## src/rtl/d_jb_redirect_ctrl.sv

```systemverilog
// Decode-stage jump/branch sequencer: waits for branch/jr operands, resolves
// taken/not-taken and issues a registered one-cycle PC redirect, flush and link write.
module d_jb_redirect_ctrl #(
  parameter int DELAY_SLOT = 1,
  parameter int STALL_MAX  = 8,
  parameter int CNT_W      = 16
) (
  input  logic             i_clk,
  input  logic             i_rst,
  input  logic             i_valid,
  input  logic [1:0]       i_jump,
  input  logic [2:0]       i_bop,
  input  logic             i_link,
  input  logic             i_ops_ready,
  input  logic             i_rs_eq_rt,
  output logic             o_stall,
  output logic             o_pc_load,
  output logic [1:0]       o_pc_sel,
  output logic             o_flush,
  output logic             o_link_we,
  output logic             o_stall_err,
  output logic [CNT_W-1:0] o_taken_cnt,
  output logic [CNT_W-1:0] o_ntaken_cnt
);

  localparam int         SC_W     = (STALL_MAX > 2) ? $clog2(STALL_MAX) : 1;
  localparam logic [1:0] SEL_IDLE = 2'b00;
  localparam logic [1:0] SEL_BR   = 2'b01;
  localparam logic [1:0] SEL_JMP  = 2'b10;
  localparam logic [1:0] SEL_REG  = 2'b11;
  localparam logic       FLUSH_ON = (DELAY_SLOT == 0) ? 1'b1 : 1'b0;

  typedef enum logic [1:0] {
    ST_RUN   = 2'b00,
    ST_STALL = 2'b01,
    ST_REDIR = 2'b10
  } state_t;

  state_t            state_r, state_s;
  logic              pc_load_r, flush_r, link_we_r, stall_err_r;
  logic [1:0]        pc_sel_r;
  logic [1:0]        pend_sel_r;
  logic              pend_bne_r;
  logic [SC_W-1:0]   stall_cnt_r;
  logic [CNT_W-1:0]  taken_cnt_r, ntaken_cnt_r;

  logic              is_j_s, is_jr_s, is_beq_s, is_bne_s, ctrl_s;
  logic [1:0]        dec_sel_s;
  logic              dec_bne_s;
  logic              stall_s, resolve_s, latch_s, err_set_s, sc_inc_s, sc_clr_s;
  logic [1:0]        res_sel_s;
  logic              res_bne_s, res_link_s, taken_s, ntaken_s;

  // Instruction decode; a jump overrides any branch opcode present alongside it.
  always_comb begin
    is_j_s    = (i_jump == 2'b01);
    is_jr_s   = (i_jump == 2'b10);
    is_beq_s  = (i_bop == 3'b001);
    is_bne_s  = (i_bop == 3'b010);
    ctrl_s    = i_valid & (is_j_s | is_jr_s | is_beq_s | is_bne_s);
    dec_bne_s = ~is_j_s & ~is_jr_s & is_bne_s;
    if (is_j_s) begin
      dec_sel_s = SEL_JMP;
    end else if (is_jr_s) begin
      dec_sel_s = SEL_REG;
    end else begin
      dec_sel_s = SEL_BR;
    end
  end

  // Next-state, stall and resolve decisions.
  always_comb begin
    state_s    = state_r;
    stall_s    = 1'b0;
    resolve_s  = 1'b0;
    latch_s    = 1'b0;
    err_set_s  = 1'b0;
    sc_inc_s   = 1'b0;
    sc_clr_s   = 1'b0;
    res_sel_s  = SEL_IDLE;
    res_bne_s  = 1'b0;
    res_link_s = 1'b0;
    case (state_r)
      ST_RUN: begin
        if (ctrl_s) begin
          if (~is_j_s & ~i_ops_ready) begin
            stall_s = 1'b1;
            latch_s = 1'b1;
            state_s = ST_STALL;
          end else begin
            resolve_s  = 1'b1;
            res_sel_s  = dec_sel_s;
            res_bne_s  = dec_bne_s;
            res_link_s = is_j_s & i_link;
          end
        end else begin
          state_s = ST_RUN;
        end
      end
      ST_STALL: begin
        if (i_ops_ready) begin
          resolve_s = 1'b1;
          res_sel_s = pend_sel_r;
          res_bne_s = pend_bne_r;
          sc_clr_s  = 1'b1;
          state_s   = ST_RUN;
        end else if (stall_cnt_r == SC_W'(STALL_MAX - 1)) begin
          // Abandon the wait: release decode so the pipeline is not held forever.
          err_set_s = 1'b1;
          sc_clr_s  = 1'b1;
          state_s   = ST_RUN;
        end else begin
          stall_s  = 1'b1;
          sc_inc_s = 1'b1;
        end
      end
      ST_REDIR: begin
        state_s = ST_RUN;
      end
      default: begin
        state_s = ST_RUN;
      end
    endcase
    taken_s  = resolve_s & ((res_sel_s != SEL_BR) | (res_bne_s ^ i_rs_eq_rt));
    ntaken_s = resolve_s & ~taken_s;
    if (taken_s) begin
      state_s = ST_REDIR;
    end else begin
      state_s = state_s;
    end
  end

  // State, registered strobes, pending-instruction capture and counters.
  always_ff @(posedge i_clk) begin
    if (i_rst) begin
      state_r      <= ST_RUN;
      pc_load_r    <= 1'b0;
      pc_sel_r     <= SEL_IDLE;
      flush_r      <= 1'b0;
      link_we_r    <= 1'b0;
      stall_err_r  <= 1'b0;
      pend_sel_r   <= SEL_IDLE;
      pend_bne_r   <= 1'b0;
      stall_cnt_r  <= '0;
      taken_cnt_r  <= '0;
      ntaken_cnt_r <= '0;
    end else begin
      state_r     <= state_s;
      pc_load_r   <= taken_s;
      pc_sel_r    <= taken_s ? res_sel_s : SEL_IDLE;
      flush_r     <= taken_s & FLUSH_ON;
      link_we_r   <= taken_s & res_link_s;
      stall_err_r <= stall_err_r | err_set_s;
      if (latch_s) begin
        pend_sel_r <= dec_sel_s;
        pend_bne_r <= dec_bne_s;
      end
      if (sc_clr_s) begin
        stall_cnt_r <= '0;
      end else if (sc_inc_s) begin
        stall_cnt_r <= stall_cnt_r + SC_W'(1);
      end
      if (taken_s) begin
        taken_cnt_r <= taken_cnt_r + CNT_W'(1);
      end
      if (ntaken_s) begin
        ntaken_cnt_r <= ntaken_cnt_r + CNT_W'(1);
      end
    end
  end

  assign o_stall      = stall_s;
  assign o_pc_load    = pc_load_r;
  assign o_pc_sel     = pc_sel_r;
  assign o_flush      = flush_r;
  assign o_link_we    = link_we_r;
  assign o_stall_err  = stall_err_r;
  assign o_taken_cnt  = taken_cnt_r;
  assign o_ntaken_cnt = ntaken_cnt_r;

endmodule

```

## config.mk

```make
export PLATFORM = sky130hd
export DESIGN_NAME = d_jb_redirect_ctrl
export DESIGN_NICKNAME = d
export VERILOG_FILES = /design/src/rtl/d_jb_redirect_ctrl.sv
export SDC_FILE = /design/constraint.sdc
export NUM_CORES = 1
export LEC_CHECK = 0
export BUFFER_PORTS_ARGS = -buffer_cell sky130_fd_sc_hd__buf_2
export CORE_MARGIN = 2
export CORE_UTILIZATION = 37
export DETAILED_ROUTE_END_ITERATION = 16
export PLACE_DENSITY = 0.54
export RECOVER_POWER = 50
export SYNTH_ARGS = -nofsm -noshare
export SYNTH_HDL_FRONTEND = slang
export SYNTH_SLANG_ARGS = --single-unit
```

## constraint.sdc

```tcl
create_clock -name i_clk -period 2.6 [get_ports i_clk]
set_clock_uncertainty 0.2 [all_clocks]
set_input_delay 0.39 -clock i_clk [delete_from_list [all_inputs] [get_ports i_clk]]
set_output_delay 0.39 -clock i_clk [all_outputs]
set_load 0.05 [all_outputs]
```

==> impl_metrics.tcl <==
set metrics [dict create \
    cp_max_fo 6 \
    timing.rr.end "o_ntaken_cnt[15]$_SDFFE_PP0P_" \
    clk_latency_ns 0.29 \
    cts_resized 0 \
    routedWlPerCell_um 13.7 \
    regToRegSetupSlack_ns 0.22 \
    hp-start "i_link" \
    hold_buffers 0 \
    ys_top_cells_by_count "dfxtp_1, nor2_1, a21oi_1, nand2_1, xnor2_1" \
    synthCells 263 \
    antenna_left 0 \
    synth-seq-cells 45 \
    worst_setup_path_start_kind "register" \
    syn_avg_cell_area_sq_um 8.59 \
    synth_edf_count 0 \
    critPathKind "register to output pin" \
    synth_top_cell_area_share 0.399 \
    first_global_vias 1919 \
    p_per_area_nw_per_um2 500 \
    fin_nets 335 \
    p_leak_uw 0.000879 \
    ys_warn_count 0 \
    grt_usage 0.170 \
    dp_slack_ns 0.0410 \
    clockBufferDepth 2 \
    power_switching_uw 367 \
    std_cell_rows 28 \
    post-cts-setup-buffers 0 \
    reg2reg_depth 7 \
    r2r-start "state_r[1]$_SDFFE_PP0P_" \
    cts_tree "yes" \
    holdPathEnd "o_link_we$_SDFF_PP0_" \
    boundaryPins 50 \
    finalHoldViolCount 0 \
    p_seq_frac 0.528 \
    io_buffers 48 \
    synthArstFlopShare 0 \
    required_ns 2.01 \
    root_buffer "clkbuf_8" \
    cts_sinks 45 \
    syn_area_sq_um 2260 \
    die_h_um 82.2 \
    setup_viol 0 \
    hpwlAfterDp_mm 3.86 \
    drive_gt1_frac 0.144 \
    drv_cap 0 \
    clkPwrFrac 0.330 \
    seqCellArea_sq_um 901 \
    rsz0062_at_grt "no" \
    synth_cell_type_count 44 \
    synth_area_leaders "dfxtp_1, xnor2_1, nor2_1" \
    hold_class "input port to register" \
    vias_per_cell 5.25 \
    max_freq_ghz 0.408 \
    grt_max_degree 46 \
    timing.final.crit_share 0.942 \
    start_util 0.382 \
    synth_ff_type "dfxtp_1" \
    h-tree-depth 2 \
    p_int_uw 974 \
    antenna_found_initial 0 \
    combinationalPowerShare 0.142 \
    overflow 0 \
    fin_area_sq_um 2680 \
    numCtsBuffers 5 \
    die_w_um 82.2 \
    setup_ws_ns 0.150 \
    synth.most_common_cell "dfxtp_1" \
    final_max_slew_viol_count 0 \
    first_pass_iters 4 \
    path_clk_slew_ns 0.08 \
    area_delta_synth_final_pct 18.6 \
    ir_drop_uv 291 \
    p_sw_frac 0.274 \
    synth_nets 279 \
    fillCellCount 634 \
    min_period_ns 2.45 \
    critical_path.endpoint_type "output pin" \
    final_cells 394 \
    crit_chain "buf_4 > nand2b_1 > clkbuf_1 > or3_1 > nand2_1 > buf_2" \
    drc 0 \
    drt_iter0_drc 72 \
    dieArea_sq_um 6750 \
    core_area_sq_um 5920 \
    vias 2068 \
    wl_mm 5.40 \
    antenna_cells 0 \
    dp.cells 387 \
    synth_top_cell_by_area "dfxtp_1" \
    dpl_cell_area_sq_um 2650 \
    hold_path_depth 3 \
    status "finished clean" \
    slew_headroom 0.456 \
    multiInputGateArea_sq_um 1240 \
    gp_congestion 0.853 \
    synth-seq-area-share 0.399 \
    critPathSlowestCell "or3_1" \
    tightest_slew_ns 0.817 \
    cpPeakStageDelay_ns 0.38 \
    worstPathArrival_ns 1.86 \
    grt_pass1_wl_mm 8.96 \
]
==> stage by stage <==
stage	utilization	power, uW	setup TNS (ns)	hold WS (ns)
5_1_grt	0.453	1400	0	0.169
3_3_place_gp	0.448	918	-0.00180	0.245
3_5_place_dp	0.448	919	0	0.252
2_1_floorplan	-	856	0	0.226
4_1_cts	0.462	1370	0	0.163
6_report	0.453	1340	0	0.176
==> layout make-up <==
type,count,share of cell area
Multi-Input combinational cell,192,0.463
Sequential cell,45,0.336
Timing Repair Buffer,61,0.114
Tap cell,75,0.0350
Clock buffer,7,0.0322
Inverter,14,0.0196
==> routing by layer <==
metal	up-vias	global-route usage	wire length (um)
li1	1051	-	-
met1	967	0.222	2580
met2	46	0.272	2550
met3	4	0.0380	214
met4	0	0.0683	51
met5	-	0	0
==> logic make-up (layout without fill, tap and decap cells) <==
| kind of cell | Yosys count | in the layout | synth area share |
|---|---|---|---|
| mux | 1 | 1 | 0.00443 |
| flops | 45 | 45 | 0.399 |
| buf+inv | 26 | 82 | 0.0526 |
| simple gates | 116 | 116 | 0.291 |
| compound gates | 53 | 53 | 0.162 |
| xor+xnor | 16 | 16 | 0.0620 |
| other cells | 1 | 1 | 0.00166 |
| fa+ha+maj | 5 | 5 | 0.0277 |
==> state kept, by name, indices dropped and copies added (netlist names) <==
signal / count
o_ntaken_cnt: 16
o_pc_sel: 2
o_pc_load: 1
o_taken_cnt: 16
pend_bne_r: 1
pend_sel_r: 2
stall_cnt_r: 3
state_r: 2
o_stall_err: 1
o_link_we: 1
==> worst max-delay path: cells and delay by family (launching register included) <==
family,cells,cell delay (ns)
buf+inv,3,0.61
flops,1,0.34
simple gates,3,0.62
==> power by group through the flow <==
stage,clock [uW],sequential (uW),combinational (uW)
after CTS,463,707,196
final,443,708,190
after global routing,485,709,206
after detailed placement,0,724,195
after global placement,0,724,195
after floorplan,0,744,113
==> cells in the final DEF (no fill, tap or decap), types with 12 or more instances in the layout <==
master,synthesis,final
a21oi_1,23,23
buf_2,2,12
clkbuf_1,6,40
dfxtp_1,45,45
inv_1,14,14
nand2_1,15,15
nor2_1,32,32
or3_1,12,12
xnor2_1,15,15
==> worst max path at each step <==
| stage | start | end | slack [ns] | cells past startpoint |
|---|---|---|---|---|
| 2_1_floorplan | o_ntaken_cnt[2]$_SDFFE_PP0P_ | o_ntaken_cnt[11]$_SDFFE_PP0P_ | 0.21 | 6 |
| 3_3_place_gp | i_jump[0] | o_taken_cnt[14]$_SDFFE_PP0P_ | -0.002 | 8 |
| 3_5_place_dp | i_jump[0] | o_taken_cnt[14]$_SDFFE_PP0P_ | 0.04 | 8 |
| 4_1_cts | state_r[1]$_SDFFE_PP0P_ | o_stall | 0.20 | 6 |
| 5_1_grt | state_r[1]$_SDFFE_PP0P_ | o_stall | 0.04 | 6 |
| 6_report | state_r[1]$_SDFFE_PP0P_ | o_stall | 0.15 | 6 |
Note: power is estimated with default switching activity, not from simulation.
